File: src/rtl/kanagawa_axi4_lite_responder_if.sv
// AXI4-Lite bus bundle between an initiator (master) and the register responder (slave).
interface kanagawa_axi4_lite_responder_if #(
    parameter int unsigned ADDR_WIDTH = 12,
    parameter int unsigned DATA_WIDTH = 32
);
    logic                      awready;
    logic                      awvalid;
    logic [ADDR_WIDTH-1:0]     awaddr;
    logic                      wready;
    logic                      wvalid;
    logic [DATA_WIDTH-1:0]     wdata;
    logic [DATA_WIDTH/8-1:0]   wstrb;
    logic                      bready;
    logic                      bvalid;
    logic [1:0]                bresp;
    logic                      arready;
    logic                      arvalid;
    logic [ADDR_WIDTH-1:0]     araddr;
    logic                      rready;
    logic                      rvalid;
    logic [DATA_WIDTH-1:0]     rdata;
    logic [1:0]                rresp;

    modport master (
        output awvalid, awaddr, wvalid, wdata, wstrb, bready, arvalid, araddr, rready,
        input  awready, wready, bvalid, bresp, arready, rvalid, rdata, rresp
    );

    modport slave (
        input  awvalid, awaddr, wvalid, wdata, wstrb, bready, arvalid, araddr, rready,
        output awready, wready, bvalid, bresp, arready, rvalid, rdata, rresp
    );
endinterface

File: src/rtl/kanagawa_axi4_lite_responder.sv
// AXI4-Lite register-file responder; AW and W may arrive in either order.
// Define KANAGAWA_AXIL_RESPONDER_SLVERR_EN to answer out-of-range accesses with SLVERR.
module kanagawa_axi4_lite_responder #(
    parameter int unsigned          ADDR_WIDTH  = 12,
    parameter int unsigned          DATA_WIDTH  = 32,
    parameter int unsigned          NUM_REGS    = 16,
    parameter logic [DATA_WIDTH-1:0] RESET_VALUE = '0
) (
    input  logic                           clk,
    input  logic                           rst_n,
    kanagawa_axi4_lite_responder_if.slave  bus,
    output logic [NUM_REGS*DATA_WIDTH-1:0] reg_out,
    output logic [NUM_REGS-1:0]            reg_wr_pulse
);
    localparam int unsigned STRB_W = DATA_WIDTH / 8;
    localparam int unsigned OFFS   = $clog2(STRB_W);
    localparam int unsigned IDX_W  = ADDR_WIDTH - OFFS;
    localparam logic [IDX_W:0] NumRegsCmp = (IDX_W + 1)'(NUM_REGS);

    localparam logic [1:0] RespOkay = 2'b00;
`ifdef KANAGAWA_AXIL_RESPONDER_SLVERR_EN
    localparam logic [1:0] RespOor = 2'b10;
`else
    localparam logic [1:0] RespOor = RespOkay;
`endif

    typedef enum logic {WrIdle, WrResp} wr_state_e;
    typedef enum logic {RdIdle, RdData} rd_state_e;

    wr_state_e               wr_state_q;
    rd_state_e               rd_state_q;
    logic                    ready_en_q;
    logic                    aw_held_q;
    logic                    w_held_q;
    logic [ADDR_WIDTH-1:0]   aw_addr_q;
    logic [DATA_WIDTH-1:0]   w_data_q;
    logic [STRB_W-1:0]       w_strb_q;
    logic [1:0]              bresp_q;
    logic [1:0]              rresp_q;
    logic [DATA_WIDTH-1:0]   rdata_q;
    logic [DATA_WIDTH-1:0]   regs_q [NUM_REGS];

    logic                    aw_fire, w_fire, ar_fire, commit;
    logic [ADDR_WIDTH-1:0]   wr_addr;
    logic [DATA_WIDTH-1:0]   wr_data;
    logic [STRB_W-1:0]       wr_strb;
    logic [IDX_W-1:0]        wr_idx, rd_idx;
    logic                    wr_hit, rd_hit;
    logic [DATA_WIDTH-1:0]   rd_word;
    logic                    unused_addr_lsbs;

    // ready_en_q holds the readies low until the first edge after reset release
    assign bus.awready = ready_en_q && !aw_held_q && (wr_state_q == WrIdle);
    assign bus.wready  = ready_en_q && !w_held_q && (wr_state_q == WrIdle);
    assign bus.arready = ready_en_q && (rd_state_q == RdIdle);
    assign bus.bvalid  = (wr_state_q == WrResp);
    assign bus.bresp   = bresp_q;
    assign bus.rvalid  = (rd_state_q == RdData);
    assign bus.rdata   = rdata_q;
    assign bus.rresp   = rresp_q;

    assign aw_fire = bus.awvalid && bus.awready;
    assign w_fire  = bus.wvalid && bus.wready;
    assign ar_fire = bus.arvalid && bus.arready;

    assign wr_addr = aw_held_q ? aw_addr_q : bus.awaddr;
    assign wr_data = w_held_q ? w_data_q : bus.wdata;
    assign wr_strb = w_held_q ? w_strb_q : bus.wstrb;
    assign commit  = (aw_held_q || aw_fire) && (w_held_q || w_fire) && (wr_state_q == WrIdle);

    assign wr_idx = wr_addr[ADDR_WIDTH-1:OFFS];
    assign rd_idx = bus.araddr[ADDR_WIDTH-1:OFFS];
    assign wr_hit = {1'b0, wr_idx} < NumRegsCmp;
    assign rd_hit = {1'b0, rd_idx} < NumRegsCmp;
    assign unused_addr_lsbs = ^{wr_addr[OFFS-1:0], bus.araddr[OFFS-1:0]};

    // Out-of-range indices match no register, so they read as zero
    always_comb begin
        rd_word = '0;
        for (int i = 0; i < NUM_REGS; i++) begin
            if (rd_idx == IDX_W'(i)) rd_word = regs_q[i];
        end
    end

    always_comb begin
        reg_out = '0;
        for (int i = 0; i < NUM_REGS; i++) begin
            reg_out[i*DATA_WIDTH +: DATA_WIDTH] = regs_q[i];
        end
    end

    always_ff @(posedge clk or negedge rst_n) begin
        if (!rst_n) begin
            wr_state_q   <= WrIdle;
            ready_en_q   <= 1'b0;
            aw_held_q    <= 1'b0;
            w_held_q     <= 1'b0;
            aw_addr_q    <= '0;
            w_data_q     <= '0;
            w_strb_q     <= '0;
            bresp_q      <= 2'b00;
            reg_wr_pulse <= '0;
            for (int i = 0; i < NUM_REGS; i++) regs_q[i] <= RESET_VALUE;
        end else begin
            ready_en_q   <= 1'b1;
            reg_wr_pulse <= '0;
            if (aw_fire) begin
                aw_held_q <= 1'b1;
                aw_addr_q <= bus.awaddr;
            end
            if (w_fire) begin
                w_held_q <= 1'b1;
                w_data_q <= bus.wdata;
                w_strb_q <= bus.wstrb;
            end
            unique case (wr_state_q)
                WrIdle: begin
                    if (commit) begin
                        aw_held_q  <= 1'b0;
                        w_held_q   <= 1'b0;
                        wr_state_q <= WrResp;
                        bresp_q    <= wr_hit ? RespOkay : RespOor;
                        for (int i = 0; i < NUM_REGS; i++) begin
                            if (wr_idx == IDX_W'(i)) begin
                                reg_wr_pulse[i] <= 1'b1;
                                for (int b = 0; b < STRB_W; b++) begin
                                    if (wr_strb[b]) regs_q[i][b*8 +: 8] <= wr_data[b*8 +: 8];
                                end
                            end
                        end
                    end
                end
                WrResp: begin
                    if (bus.bready) wr_state_q <= WrIdle;
                end
                default: wr_state_q <= WrIdle;
            endcase
        end
    end

    // Reads sample regs_q before any same-edge commit lands, returning the old value
    always_ff @(posedge clk or negedge rst_n) begin
        if (!rst_n) begin
            rd_state_q <= RdIdle;
            rdata_q    <= '0;
            rresp_q    <= 2'b00;
        end else begin
            unique case (rd_state_q)
                RdIdle: begin
                    if (ar_fire) begin
                        rdata_q    <= rd_word;
                        rresp_q    <= rd_hit ? RespOkay : RespOor;
                        rd_state_q <= RdData;
                    end
                end
                RdData: begin
                    if (bus.rready) rd_state_q <= RdIdle;
                end
                default: rd_state_q <= RdIdle;
            endcase
        end
    end
endmodule

File: src/flat_wrapper.sv
// flat-port wrapper written by rule: the top's interface ports become plain ports
module kanagawa_axi4_lite_responder_flat 
#(
    parameter int unsigned          ADDR_WIDTH  = 12,
    parameter int unsigned          DATA_WIDTH  = 32,
    parameter int unsigned          NUM_REGS    = 16,
    parameter logic [DATA_WIDTH-1:0] RESET_VALUE = '0
)
  (clk, rst_n, reg_out, reg_wr_pulse, bus_awvalid, bus_awaddr, bus_wvalid, bus_wdata, bus_wstrb, bus_bready, bus_arvalid, bus_araddr, bus_rready, bus_awready, bus_wready, bus_bvalid, bus_bresp, bus_arready, bus_rvalid, bus_rdata, bus_rresp);
  kanagawa_axi4_lite_responder_if #(.ADDR_WIDTH(ADDR_WIDTH), .DATA_WIDTH(DATA_WIDTH)) bus_i ();
  input  logic clk;
  input  logic rst_n;
  output logic [NUM_REGS*DATA_WIDTH-1:0] reg_out;
  output logic [NUM_REGS-1:0] reg_wr_pulse;
  input wire logic [$bits(bus_i.awvalid)-1:0] bus_awvalid;
  input wire logic [$bits(bus_i.awaddr)-1:0] bus_awaddr;
  input wire logic [$bits(bus_i.wvalid)-1:0] bus_wvalid;
  input wire logic [$bits(bus_i.wdata)-1:0] bus_wdata;
  input wire logic [$bits(bus_i.wstrb)-1:0] bus_wstrb;
  input wire logic [$bits(bus_i.bready)-1:0] bus_bready;
  input wire logic [$bits(bus_i.arvalid)-1:0] bus_arvalid;
  input wire logic [$bits(bus_i.araddr)-1:0] bus_araddr;
  input wire logic [$bits(bus_i.rready)-1:0] bus_rready;
  output wire logic [$bits(bus_i.awready)-1:0] bus_awready;
  output wire logic [$bits(bus_i.wready)-1:0] bus_wready;
  output wire logic [$bits(bus_i.bvalid)-1:0] bus_bvalid;
  output wire logic [$bits(bus_i.bresp)-1:0] bus_bresp;
  output wire logic [$bits(bus_i.arready)-1:0] bus_arready;
  output wire logic [$bits(bus_i.rvalid)-1:0] bus_rvalid;
  output wire logic [$bits(bus_i.rdata)-1:0] bus_rdata;
  output wire logic [$bits(bus_i.rresp)-1:0] bus_rresp;
  assign bus_i.awvalid = bus_awvalid;
  assign bus_i.awaddr = bus_awaddr;
  assign bus_i.wvalid = bus_wvalid;
  assign bus_i.wdata = bus_wdata;
  assign bus_i.wstrb = bus_wstrb;
  assign bus_i.bready = bus_bready;
  assign bus_i.arvalid = bus_arvalid;
  assign bus_i.araddr = bus_araddr;
  assign bus_i.rready = bus_rready;
  assign bus_awready = bus_i.awready;
  assign bus_wready = bus_i.wready;
  assign bus_bvalid = bus_i.bvalid;
  assign bus_bresp = bus_i.bresp;
  assign bus_arready = bus_i.arready;
  assign bus_rvalid = bus_i.rvalid;
  assign bus_rdata = bus_i.rdata;
  assign bus_rresp = bus_i.rresp;
  kanagawa_axi4_lite_responder #(.ADDR_WIDTH(ADDR_WIDTH), .DATA_WIDTH(DATA_WIDTH), .NUM_REGS(NUM_REGS), .RESET_VALUE(RESET_VALUE)) u_core (.clk(clk), .rst_n(rst_n), .bus(bus_i), .reg_out(reg_out), .reg_wr_pulse(reg_wr_pulse));
endmodule
File: config.mk
export PLATFORM = sky130hd
export DESIGN_NAME = kanagawa_axi4_lite_responder_flat
export DESIGN_NICKNAME = d
export VERILOG_FILES = /design/src/rtl/kanagawa_axi4_lite_responder_if.sv /design/src/rtl/kanagawa_axi4_lite_responder.sv /design/src/flat_wrapper.sv
export SDC_FILE = /design/constraint.sdc
export NUM_CORES = 1
export LEC_CHECK = 0
export CAP_MARGIN = 15
export CORE_AREA = 3 3 318 320
export DETAILED_ROUTE_END_ITERATION = 10
export DIE_AREA = 0 0 321 323
export GPL_TIMING_DRIVEN = 0
export PLACE_DENSITY = 0.55
export SLEW_MARGIN = 20
export SYNTH_ARGS = -nofsm -noshare
export SYNTH_HDL_FRONTEND = slang
export SYNTH_SLANG_ARGS = --single-unit
File: constraint.sdc
create_clock -name clk -period 3.55 [get_ports clk]
set_clock_uncertainty 0.2 [all_clocks]
set_input_delay 1.065 -clock clk [delete_from_list [all_inputs] [get_ports clk]]
set_output_delay 1.065 -clock clk [all_outputs]
set_load 0.1 [all_outputs]
* After elaboration in Yosys (flattened, before gate mapping) *
Cells that the tools add are included.
Widths: inputs -> output; s select.

operators by class
  eq/ne operators = 30
  mux-type cells = 49
  bitwise logic cells = 2
  reduce and logical (&&, ||, !) cells = 81

operators by type and width
  kind                 number
  $mux 32              17
  $reduce_and 4->1     64
  $eq 10x4->1 const B  16
  $eq 10x3->1 const B  8
  $eq 10x2->1 const B  4
  $mux 16              2
  $mux 1               26
  $eq 10x1->1 const B  2
  $logic_not 10->1     2
  $mux 12              1
  $logic_and 1x1->1    10
  $mux 4               1
  $pmux 1 s2           2
  $logic_not 1->1      2
  $logic_or 1x1->1     2
  $not 1->1            2
  $reduce_and 2->1     1

word-level totals
  register bits after elaboration = 613
  input bits = 67
  output and inout port bits = 569
  word-level logic and storage cells = 236

* Logic depth before layout (Yosys ltp) *
Gate-level depths: netlist of run 1.

  depth in word-level cells = 17
  gate-level depth with buffers = 9
  mapped depth without buffers = 6

* Worst setup path after synthesis of run 1 *
OpenSTA, ideal clock, no wires.

  kind = reg2reg
  from = reg u_core.rd_state_q (netlist: u_core.bus.rvalid)
  to = reg u_core.rdata_q[25] (netlist: u_core.bus.rdata[25])
  setup time = 135 ps
  arrival = 3510 ps
  setup slack = -295 ps
  cell stages (with the launch flop) = 7
  path buffers = 2
  period minus slack after synthesis = 3845 ps
  cells stage by stage = dfrtp_1 -> nor2b_1 -> nand2_1 -> clkbuf_1 -> clkbuf_1 -> a221oi_1 -> o31ai_1

between the ends
  longest elaborated chain between the ends = 4

ends and longest elaborated chain
  what                        line                                 text
  from (decl)                 kanagawa_axi4_lite_responder.sv:31   rd_state_e rd_state_q;
  from (signal assigned)      kanagawa_axi4_lite_responder.sv:144  rd_state_q <= RdIdle;
  from (signal assigned)      kanagawa_axi4_lite_responder.sv:153  rd_state_q <= RdData;
  from (signal assigned)      kanagawa_axi4_lite_responder.sv:157  if (bus.rready) rd_state_q <= RdIdle;
  $not 1->1 (no line)         --
  $logic_and 1x1->1           kanagawa_axi4_lite_responder.sv:55   assign bus.arready = ready_en_q && (rd_state_q == RdIdle);
  named net bus_arready       flat_wrapper.sv:28                   output wire logic [$bits(bus_i.arready)-1:0] bus_arready;
  $logic_and 1x1->1           kanagawa_axi4_lite_responder.sv:64   assign ar_fire = bus.arvalid && bus.arready;
  $reduce_and 2->1 (no line)  --
  to (signal assigned)        kanagawa_axi4_lite_responder.sv:151  rdata_q <= rd_word;
  to (decl)                   kanagawa_axi4_lite_responder.sv:40   logic [DATA_WIDTH-1:0] rdata_q;

The timed path passes the listed nets, and every way through them passes these cells.
A chain may end at the register's enable or synchronous reset.

* Final worst setup path of run 1 *
  from = in bus_arvalid
  to = reg u_core.rdata_q[15] (netlist: u_core.bus.rdata[15])

between the ends
  longest elaborated chain between the ends = 2

ends and longest elaborated chain
  what                        line                                text
  from (decl)                 flat_wrapper.sv:21                  input wire logic [$bits(bus_i.arvalid)-1:0] bus_arvalid;
  $logic_and 1x1->1           kanagawa_axi4_lite_responder.sv:64
  $reduce_and 2->1 (no line)  --

No other way between the ends.

==> results of run 1 <==
## per-layer routing
layer  vias up  part of all wire [%]  global-route usage [%]
li1      10100                     -                       -
met1     13200                    37                    37.1
met2      1543                    46                    50.8
met3       433                    11                    12.7
met4        10                   6.3                    18.2
met5         -                 0.038                       0
## cells by family (layout without fill, tap and decap cells)
group	Yosys count	count (layout)	share of synthesized area (%)
mux	698	698	26.7
flops	611	611	51.9
compound gates	444	444	10.4
simple gates	392	392	8.43
buf+inv	164	941	2.54
other cells	2	11	0.0255
## sequential cells by signal (all words and copies together), names as in the netlist
register and count:
u_core.reg_out 512, u_core.bus.rdata 32, u_core.w_data_q 32, u_core.reg_wr_pulse 16, u_core.aw_addr_q 10, u_core.w_strb_q 4
u_core.aw_held_q 1, u_core.bus.bvalid 1, u_core.bus.rvalid 1, u_core.ready_en_q 1, u_core.w_held_q 1
## layout by cell type (no fill, tap or decap), types with 11 or more instances in the layout
cell type	synthesis	layout
clkdlybuf4s50_1	0	459
o22ai_1	45	45
o211ai_1	27	27
nor2_2	11	15
mux2_2	591	591
or2_2	11	11
o32ai_1	11	11
mux2_1	30	30
clkbuf_1	88	64
inv_1	11	11
clkbuf_2	1	30
nor2_1	112	101
a22oi_1	30	29
nand2_1	85	76
a31oi_1	28	27
buf_2	41	30
a22o_1	17	17
dlygate4sd2_1	0	122
nand3_1	25	21
o21ai_0	90	89
clkbuf_4	0	12
o221ai_1	11	11
nand2_2	16	24
buf_6	5	17
nor3_1	14	13
nor2_4	41	48
a211oi_1	12	12
a21oi_1	67	66
buf_4	11	34
clkbuf_8	0	17
nor2_8	19	19
dfrtp_1	611	611
o2111ai_1	12	12
clkbuf_16	0	75
mux2i_1	69	69
dlymetal6s2s_1	0	29
a222oi_1	22	22
## synthesized netlist by cell type, types with 8 or more instances
| cell type | number | share of area, % |
|---|---|---|
| dfrtp_1 | 611 | 52 |
| mux2_2 | 591 | 23 |
| nor2_1 | 112 | 1.4 |
| o21ai_0 | 90 | 1.5 |
| clkbuf_1 | 88 | 1.1 |
| nand2_1 | 85 | 1.1 |
| mux2i_1 | 69 | 2.3 |
| a21oi_1 | 67 | 1.1 |
| o22ai_1 | 45 | 0.96 |
| buf_2 | 41 | 0.70 |
| nor2_4 | 41 | 1.6 |
| a22oi_1 | 30 | 0.76 |
| mux2_1 | 30 | 1.1 |
| a31oi_1 | 28 | 0.59 |
| o211ai_1 | 27 | 0.69 |
| nand3_1 | 25 | 0.42 |
| a222oi_1 | 22 | 0.75 |
| nor2_8 | 19 | 1.3 |
| a22o_1 | 17 | 0.51 |
| nand2_2 | 16 | 0.34 |
| nor3_1 | 14 | 0.24 |
| a211oi_1 | 12 | 0.31 |
| o2111ai_1 | 12 | 0.36 |
| buf_4 | 11 | 0.28 |
| inv_1 | 11 | 0.14 |
| nor2_2 | 11 | 0.23 |
| o221ai_1 | 11 | 0.33 |
| o32ai_1 | 11 | 0.33 |
| or2_2 | 11 | 0.23 |
| o21a_1 | 10 | 0.25 |
| mux4_2 | 8 | 0.61 |
| nor2b_1 | 8 | 0.17 |
## final cells by class
class / instances / area (um2)
well taps: 1287 / 1610
clock buffers: 111 / 2160
diodes: 6 / 15.0
fillers: 9552 / 57900
clock inverters: 15 / 200
multi-input cells: 1539 / 13600
flip-flops and latches: 611 / 15300
inverters: 11 / 41.3
plain buffers: 151 / 947
repair buffers: 653 / 6600
## per-stage QoR
step	setup TNS [ps]	worst slack, ps
6_report	-812	-90.0
3_3_place_gp	-	-28480
2_1_floorplan	0	320
4_1_cts	0	0.0595
3_5_place_dp	-295100	-2330
5_1_grt	-90.0	-23.8
## critical path, delay by kind of cell
| kind | cells | cell delay [ps] |
|---|---|---|
| buffers and inverters | 3 | 2010 |
| and+or+nand+nor | 2 | 550 |
| AOI/OAI and AO/OA | 1 | 300 |
## how the worst max path moves through the flow
stage | from | end | depth (start not counted)
global route | bus_araddr[3] | u_core.bus.rdata[10]$_DFFE_PN0P_ | 10
CTS | u_core.reg_out[508]$_DFFE_PN0P_ | reg_out[508] | 1
finish | bus_arvalid | u_core.bus.rdata[15]$_DFFE_PN0P_ | 6
floorplan | u_core.bus.bvalid$_DFF_PN0_ | u_core.aw_addr_q[10]$_DFFE_PN0P_ | 6
global placement | rst_n | u_core.reg_out[363]$_DFFE_PN0P_ | 1
detailed placement | bus_araddr[2] | u_core.bus.rdata[10]$_DFFE_PN0P_ | 9
## power breakdown
part           internal (mW)  total [mW]  leakage [nW]  switching (mW)
sequential              7.33        7.58          8.42           0.248
combinational           1.01        3.85          9.59            2.85
clock                   4.48        7.64          1.16            3.16
## timing repair
item / CTS / global route
endpoints found under the setup margin: 185 / 92
buffers inserted: 9 / 8
hold buffers: 0 / 0
pin swaps: 7 / 7
resized for setup: 236 / 70
==> flow_summary.toml, run 1 <==
[finish]
fin_cells = 4384
utilization_pct = 41.1
finish.net_count = 3107
drive_above_1_share_pct = 32.4
final_area_um2 = 40500
syn_to_final_growth_pct = 37.5

[clock_tree]
numCtsBuffers = 73
cts.htree.levels = 3
clk_latency_ps = 630
cts_buffer_depth = 3
clockRootBuffer = "clkbuf_16"
tritoncts = "done"
clk_pin_slew_ps = 60
cts.sinks = 611

[worst_setup_path]
rrSetupSlack_ps = 270
cp_slowest_stage_delay_ps = 910
path_cells = "clkdlybuf4s50_1, nand2_1, clkbuf_2, clkbuf_1, nor2_1, a221o_1"
rr_endpoint = "u_core.bus.rdata[15]$_DFFE_PN0P_"
crit_arrival_ps = 3960
crit_type = "in2reg"
crit_slowest_cell = "clkbuf_1"
cp_max_fo = 10
worstSetupEndpointType = "register"
reg2reg_depth = 6
crit_required_ps = 3870
reg2reg_from = "u_core.ready_en_q$_DFF_PN0_"
start_kind = "primary input"

[floorplan]
die_h_um = 323
core_area_um2 = 98400
fp-row-count = 115
dieArea_um2 = 104000
die-width_um = 321
pin_count = 636
start_util_pct = 29.9

[detailed_routing]
dr.first_iter.drc_count = 2577
wl_mm = 172
vias_per_cell = 5.77
drt-wirelength-per-cell_um = 39.1
ant_nets = 0
via_count = 25300
drc_errors = 0
dr.pass1.iters = 6

[grt]
grt_remaining_overflow = 0
grt_pass1_wl_mm = 226
grt_antenna_before_repair = 15
grt_pass1_vias = 25300
grtUsageTotal_pct = 32.1
grt_max_degree = 81

[flow_run]
cap_violations = 0

[yosys]
synth_seq_area_share_pct = 51.9
yosysUniqueCellTypes = 76
postSynthAreaPerCell_um2 = 12.7
ys_warn_count = 0
syn_area_um2 = 29400
ys_async_sr_fraction_pct = 100
synth_top_flop_cell = "dfrtp_1"
synth_edf_count = 0
ys_ff_latch = 611
synthCells = 2311

[sta]
relSlewSlack_pct = 19.8
fin_ws_ps = -90.0
final-hold-violation-count = 0
setup_viol_count_final = 16
rsz0062_at_grt = "true"
min_period_ps = 3640
final_max_slew_viol_count = 0
worst_slew_pin_slew_ps = 1210
fin_crit_sh_pct = 103
timing.fmax_mhz = 275
worst_hold_slack_ps = 163

[placed_design]
hpwl_mm = 126
place.port_buffers = 623
place_area_um2 = 37600
gp_congestion = 0.918
dp.cells = 4237

[power]
peakVddDrop_mv = 0.309
totalPowerFinal_mw = 19.1
p_leak_nw = 19.2
p_per_area_nw_per_um2 = 471

[worst_hold_path]
hp-class = "in2async"

[outcome]
status = "finished with violations"
violations = "negative setup slack"
(Power assumes the default switching activity.)
==> inputs of run 2 (changes only) <==
Settings changed: CELL_PAD_IN_SITES_DETAIL_PLACEMENT set to 0, CELL_PAD_IN_SITES_GLOBAL_PLACEMENT set to 2, PLACE_DENSITY 0.55 to 0.75.
==> run 2 against run 1 <==
Compared with the run above:
- the run still ends with negative setup slack left
- cell count is 0.27% higher
- routed wire length is 3.0% higher
- via count is 1.8% higher
- first-iteration DRC count is 15% higher
- flip-flop and latch count stayed put
- clock power is 3.3% higher
- largest cell class unchanged
- hold slack worse by 19 ps
- global-route usage is 1.1 points higher
==> flow_summary.toml, run 2 (same netlist as run 1, synthesis figures left out) <==
[worst_setup_path]
path_buf_inv = 3
crit_type = "in2reg"
start_kind = "primary input"
crit_arrival_ps = 3950
reg2reg_depth = 6
cp.depth = 9
crit_required_ps = 3840
cpLargestDelayFamily = "buffers and inverters"
path_cells = "clkdlybuf4s50_1, buf_4, nor2_4, nand2_1, buf_2, o21ai_0, a211oi_1, a222oi_1, o22ai_1"
cp_slowest_stage_delay_ps = 600
worstSetupEndpointType = "register"
cp_max_fo = 10
crit_slowest_cell = "a222oi_1"

[finish]
layout_commonest_cell = "dfrtp_1"
final_area_um2 = 40500
most-common-layout-cells = "611 x dfrtp_1, 591 x mux2_2, 349 x clkdlybuf4s50_1"
drive_above_1_share_pct = 32.8
largest_reg_flops = 512
fin_cells = 4396
finish.net_count = 3109
syn_to_final_growth_pct = 37.5
fillers = 9443

[power]
peakVddDrop_mv = 0.366
totalPowerFinal_mw = 19.4
p_leak_nw = 19.9
p_per_area_nw_per_um2 = 479

[grt]
grt_use_met2_pct = 52.6
grt_antenna_before_repair = 21
use_met3_pct = 10.6
grt_use_met1_pct = 41.1
grt_remaining_overflow = 0
grtUsageTotal_pct = 33.2
grt.busiest_layer = "met2"
grt_pass1_vias = 26100
grt_max_degree = 88
grt_pass1_wl_mm = 235

[detailed_routing]
dr.pass1.iters = 9
vias_per_cell = 5.86
ant_nets = 0
drt-wirelength-per-cell_um = 40.2
dr.first_iter.drc_count = 2976
wl_mm = 177
via_count = 25700
drc_errors = 0

[floorplan]
fp-row-count = 115
pin_count = 636
start_util_pct = 29.9
die_h_um = 323
core_area_um2 = 98400
die-width_um = 321
dieArea_um2 = 104000

[clock_tree]
cts.sinks = 611
clockRootBuffer = "clkbuf_16"
ctsHoldBuffers = 0
clk_pin_slew_ps = 50
tritoncts = "done"
numCtsBuffers = 74
cts_buffer_depth = 3
clk_latency_ps = 660
cts.htree.levels = 3

[placed_design]
place_area_um2 = 37600
gp_congestion = 0.951
hpwl_mm = 131
dp.cells = 4237
place.port_buffers = 623

[sta]
fin_crit_sh_pct = 103
timing.fmax_mhz = 273
worst_slew_pin_slew_ps = 1190
final.setup.tns_ps = -808
setup_viol_count_final = 16
final_max_slew_viol_count = 0
rsz0062_at_grt = "false"
relSlewSlack_pct = 20.9
min_period_ps = 3660
final-hold-violation-count = 0
fin_ws_ps = -112

[worst_hold_path]
hp-class = "in2async"

[flow_run]
cap_violations = 0

[outcome]
violations = "negative setup slack"
status = "finished with violations"
[run 2: cell types whose count changed in the layout (fill, tap and decap cells not counted), sizes merged]
cell / previous run / this run
clkdlybuf4s50: 459 / 349
dlygate4sd2: 122 / 219
buf: 102 / 110
dlymetal6s2s: 29 / 36
inv: 11 / 18
clkinv: 10 / 15
clkbuf: 198 / 194
diode: 6 / 9
bufinv: 4 / 5
clkdlybuf4s15: 4 / 3
clkdlybuf4s18: 1 / 0
[run 2: per-stage QoR]
| step | setup WS [ps] | hold slack [ps] | util [%] |
|---|---|---|---|
| after floorplan | 320 | 275 | - |
| after global placement | -26230 | 284 | 37.9 |
| after detailed placement | -2250 | 290 | 38.3 |
| after CTS | -16.4 | 126 | 40.8 |
| after global routing | 0.120 | 156 | 41.1 |
| final | -112 | 144 | 41.1 |
[run 2: worst paths after layout]
kind	slack (ps)	to	start
max	-110	u_core.bus.rdata[14]$_DFFE_PN0P_	bus_araddr[3]
min	140	u_core.reg_out[25]$_DFFE_PN0P_	rst_n
max reg2reg	180	u_core.reg_out[394]$_DFFE_PN0P_	u_core.aw_held_q$_DFF_PN0_
min reg2reg	300	u_core.w_data_q[19]$_DFFE_PN0P_	u_core.w_data_q[19]$_DFFE_PN0P_
max in group asynchronous	1150	u_core.reg_out[134]$_DFFE_PN0P_	rst_n
min in group clk	300	u_core.w_data_q[19]$_DFFE_PN0P_	u_core.w_data_q[19]$_DFFE_PN0P_
[run 2: routing by layer]
metal  wire, um  share of wire, %
met5         27             0.015
met4      10600               6.0
met3      18100                10
met2      79800                45
met1      68200                39
[run 2: layout make-up]
type                    count  area (um2)  share of cell area, %
flip-flops and latches    611       15300                   37.8
inverters                  11        41.3                  0.102
multi-input cells        1539       13600                   33.5
repair buffers            655        6540                   16.1
diodes                      9        22.5                 0.0556
well taps                1287        1610                   3.98
clock inverters            28         320                  0.791
clock buffers             106        2160                   5.34
plain buffers             150         933                   2.31
[run 2: where the power goes]
group | internal [mW] | switching (mW) | total (mW) | leakage [nW]
combinational | 1.04 | 2.90 | 3.93 | 10.2
clock | 4.63 | 3.26 | 7.89 | 1.23
sequential | 7.33 | 0.253 | 7.59 | 8.42
[run 2: what timing repair did]
| action | in CTS | in global routing |
|---|---|---|
| pin swaps | 8 | 12 |
| gates resized for setup | 333 | 59 |
| setup endpoints to repair | 308 | 116 |
| setup buffers | 8 | 11 |
[run 2: worst reg2reg max path, delay by kind of cell (launching register included)]
family | cells | cell delay (ps)
AOI/OAI and AO/OA | 1 | 860
muxes | 1 | 420
DFF | 1 | 450
buffers and inverters | 2 | 390
and+or+nand+nor | 2 | 930
==> inputs of run 3 (changes only) <==
Settings changed: ABC_AREA set to 0, CORE_AREA 3 3 318 320 to 4 4 319 321, DIE_AREA 0 0 321 323 to 0 0 323 325.
==> run 3 against run 2 <==
Compared with the run above:
- clock power is 2% higher
- sequential share of layout area down 0.36 points
- largest power group unchanged
- non-clock buffer count rose by 11
- the flow still finishes with violations (negative setup slack)
- flip-flop and latch count stayed put
- sequential power barely moved
- count of clock-buffer cells in the layout is 2 lower
- global-route usage shrank 0.37 points
- die area up 1.2%
- register-to-register slack got worse by 110 ps
- critical endpoint is now u_core.reg_out[144]$_DFFE_PN0P_
==> flow_summary.toml, run 3 (same netlist as run 1, synthesis figures left out) <==
[detailed_routing]
dr.pass1.iters = 6
drt-wirelength-per-cell_um = 40.3
vias_per_cell = 5.85
wl_mm = 178
via_count = 25800
ant_nets = 0
drc_errors = 0
dr.first_iter.drc_count = 3011

[floorplan]
core_area_um2 = 99300
pin_count = 636
fp-row-count = 116
die_h_um = 325
dieArea_um2 = 105000
start_util_pct = 29.7
die-width_um = 323

[placed_design]
place.port_buffers = 623
hpwl_mm = 130
dp.cells = 4244
gp_congestion = 0.951
dp_slack_ps = -2170
place_area_um2 = 37500

[grt]
grt_pass1_wl_mm = 235
grt_pass1_vias = 26300
grt_max_degree = 103
grt_antenna_before_repair = 16
grt_remaining_overflow = 0
grtUsageTotal_pct = 32.9

[sta]
setup_viol_count_final = 27
relSlewSlack_pct = 16.5
fin_ws_ps = -83.1
fin_crit_sh_pct = 102
final_max_slew_viol_count = 0
timing.fmax_mhz = 275
min_period_ps = 3630
final.setup.tns_ps = -1130
worst_slew_pin_slew_ps = 1250
rsz0062_at_grt = "true"
final-hold-violation-count = 0
worst_hold_slack_ps = 265

[worst_hold_path]
hp-class = "in2async"

[clock_tree]
clk_latency_ps = 630
cts_buffer_depth = 3
ctsHoldBuffers = 0
clk_pin_slew_ps = 60
cts.sinks = 611
cts.htree.levels = 3
tritoncts = "done"
clockRootBuffer = "clkbuf_16"
numCtsBuffers = 76

[finish]
drive_above_1_share_pct = 33.2
finish.net_count = 3122
utilization_pct = 41.2
fin_cells = 4411
largest_reg_flops = 512
fillers = 9521
syn_to_final_growth_pct = 38.8
most-common-layout-cells = "611 x dfrtp_1, 591 x mux2_2, 445 x clkdlybuf4s50_1"
layout_commonest_cell = "dfrtp_1"
final_area_um2 = 40900

[flow_run]
cap_violations = 0

[power]
p_per_area_nw_per_um2 = 479
peakVddDrop_mv = 0.278
totalPowerFinal_mw = 19.6
p_leak_nw = 19.7

[outcome]
status = "finished with violations"
violations = "negative setup slack"

[worst_setup_path]
crit_required_ps = 3860
crit_type = "in2reg"
start_kind = "primary input"
crit_arrival_ps = 3940
worstSetupEndpointType = "register"
cp_max_fo = 10
[run 3: cell types whose count changed in the layout (fill, tap and decap cells not counted), sizes merged, moves of 3 or more]
cell	change
buf	+6
clkdlybuf4s50	+96
clkinv	+3
clkinvlp	+4
diode	-6
dlygate4sd2	-105
dlymetal6s2s	+14
inv	-7
[run 3: where the power goes]
part	total, mW	leakage, nW	switching [mW]	internal [mW]
logic	3.95	10.0	2.94	1.02
registers	7.59	8.42	0.255	7.33
clock network	8.05	1.25	3.25	4.80
[run 3: what timing repair did]
action                                 in CTS  in global routing
buffers inserted                           19                 13
endpoints found under the hold margin       0                  0
pin swaps                                   8                  8
resized for setup                         248                 86
setup endpoints to repair                 283                190
[run 3: worst paths after layout]
| check | startpoint | end | slack (ps) | cells after the start |
|---|---|---|---|---|
| max | bus_awaddr[4] | u_core.reg_out[144]$_DFFE_PN0P_ | -80 | 7 |
| min | rst_n | u_core.ready_en_q$_DFF_PN0_ | 270 | 1 |
| max reg2reg | u_core.ready_en_q$_DFF_PN0_ | u_core.bus.rdata[28]$_DFFE_PN0P_ | 70 | 7 |
| min reg2reg | u_core.w_data_q[17]$_DFFE_PN0P_ | u_core.w_data_q[17]$_DFFE_PN0P_ | 300 | 1 |
| max in group asynchronous | rst_n | u_core.reg_out[106]$_DFFE_PN0P_ | 1430 | 3 |
| min in group clk | u_core.w_data_q[17]$_DFFE_PN0P_ | u_core.w_data_q[17]$_DFFE_PN0P_ | 300 | 1 |
[run 3: worst max-delay path, cell delays in order]
cell	delay [ps]
clkdlybuf4s50_1	550
inv_1	80
o32ai_1	450
nand2_2	470
buf_4	430
nor2_4	450
mux2_2	400
[run 3: routing by layer]
metal | vias to the layer above | GRT usage [%] | routed length [um]
met2 | 1695 | 51.0 | 79300
met4 | 6 | 16.8 | 10900
met3 | 466 | 12.0 | 19400
met1 | 13500 | 40.1 | 68000
li1 | 10200 | - | -
met5 | - | 0 | 34
[run 3: final cells by class]
cell class / count / area (um2) / area share (%)
flip-flops and latches: 611 / 15300 / 37.4
multi-input cells: 1539 / 13700 / 33.4
repair buffers: 664 / 6730 / 16.5
clock buffers: 104 / 2220 / 5.43
well taps: 1298 / 1620 / 3.97
plain buffers: 152 / 983 / 2.41
clock inverters: 29 / 330 / 0.808
inverters: 11 / 41.3 / 0.101
diodes: 3 / 7.51 / 0.0184
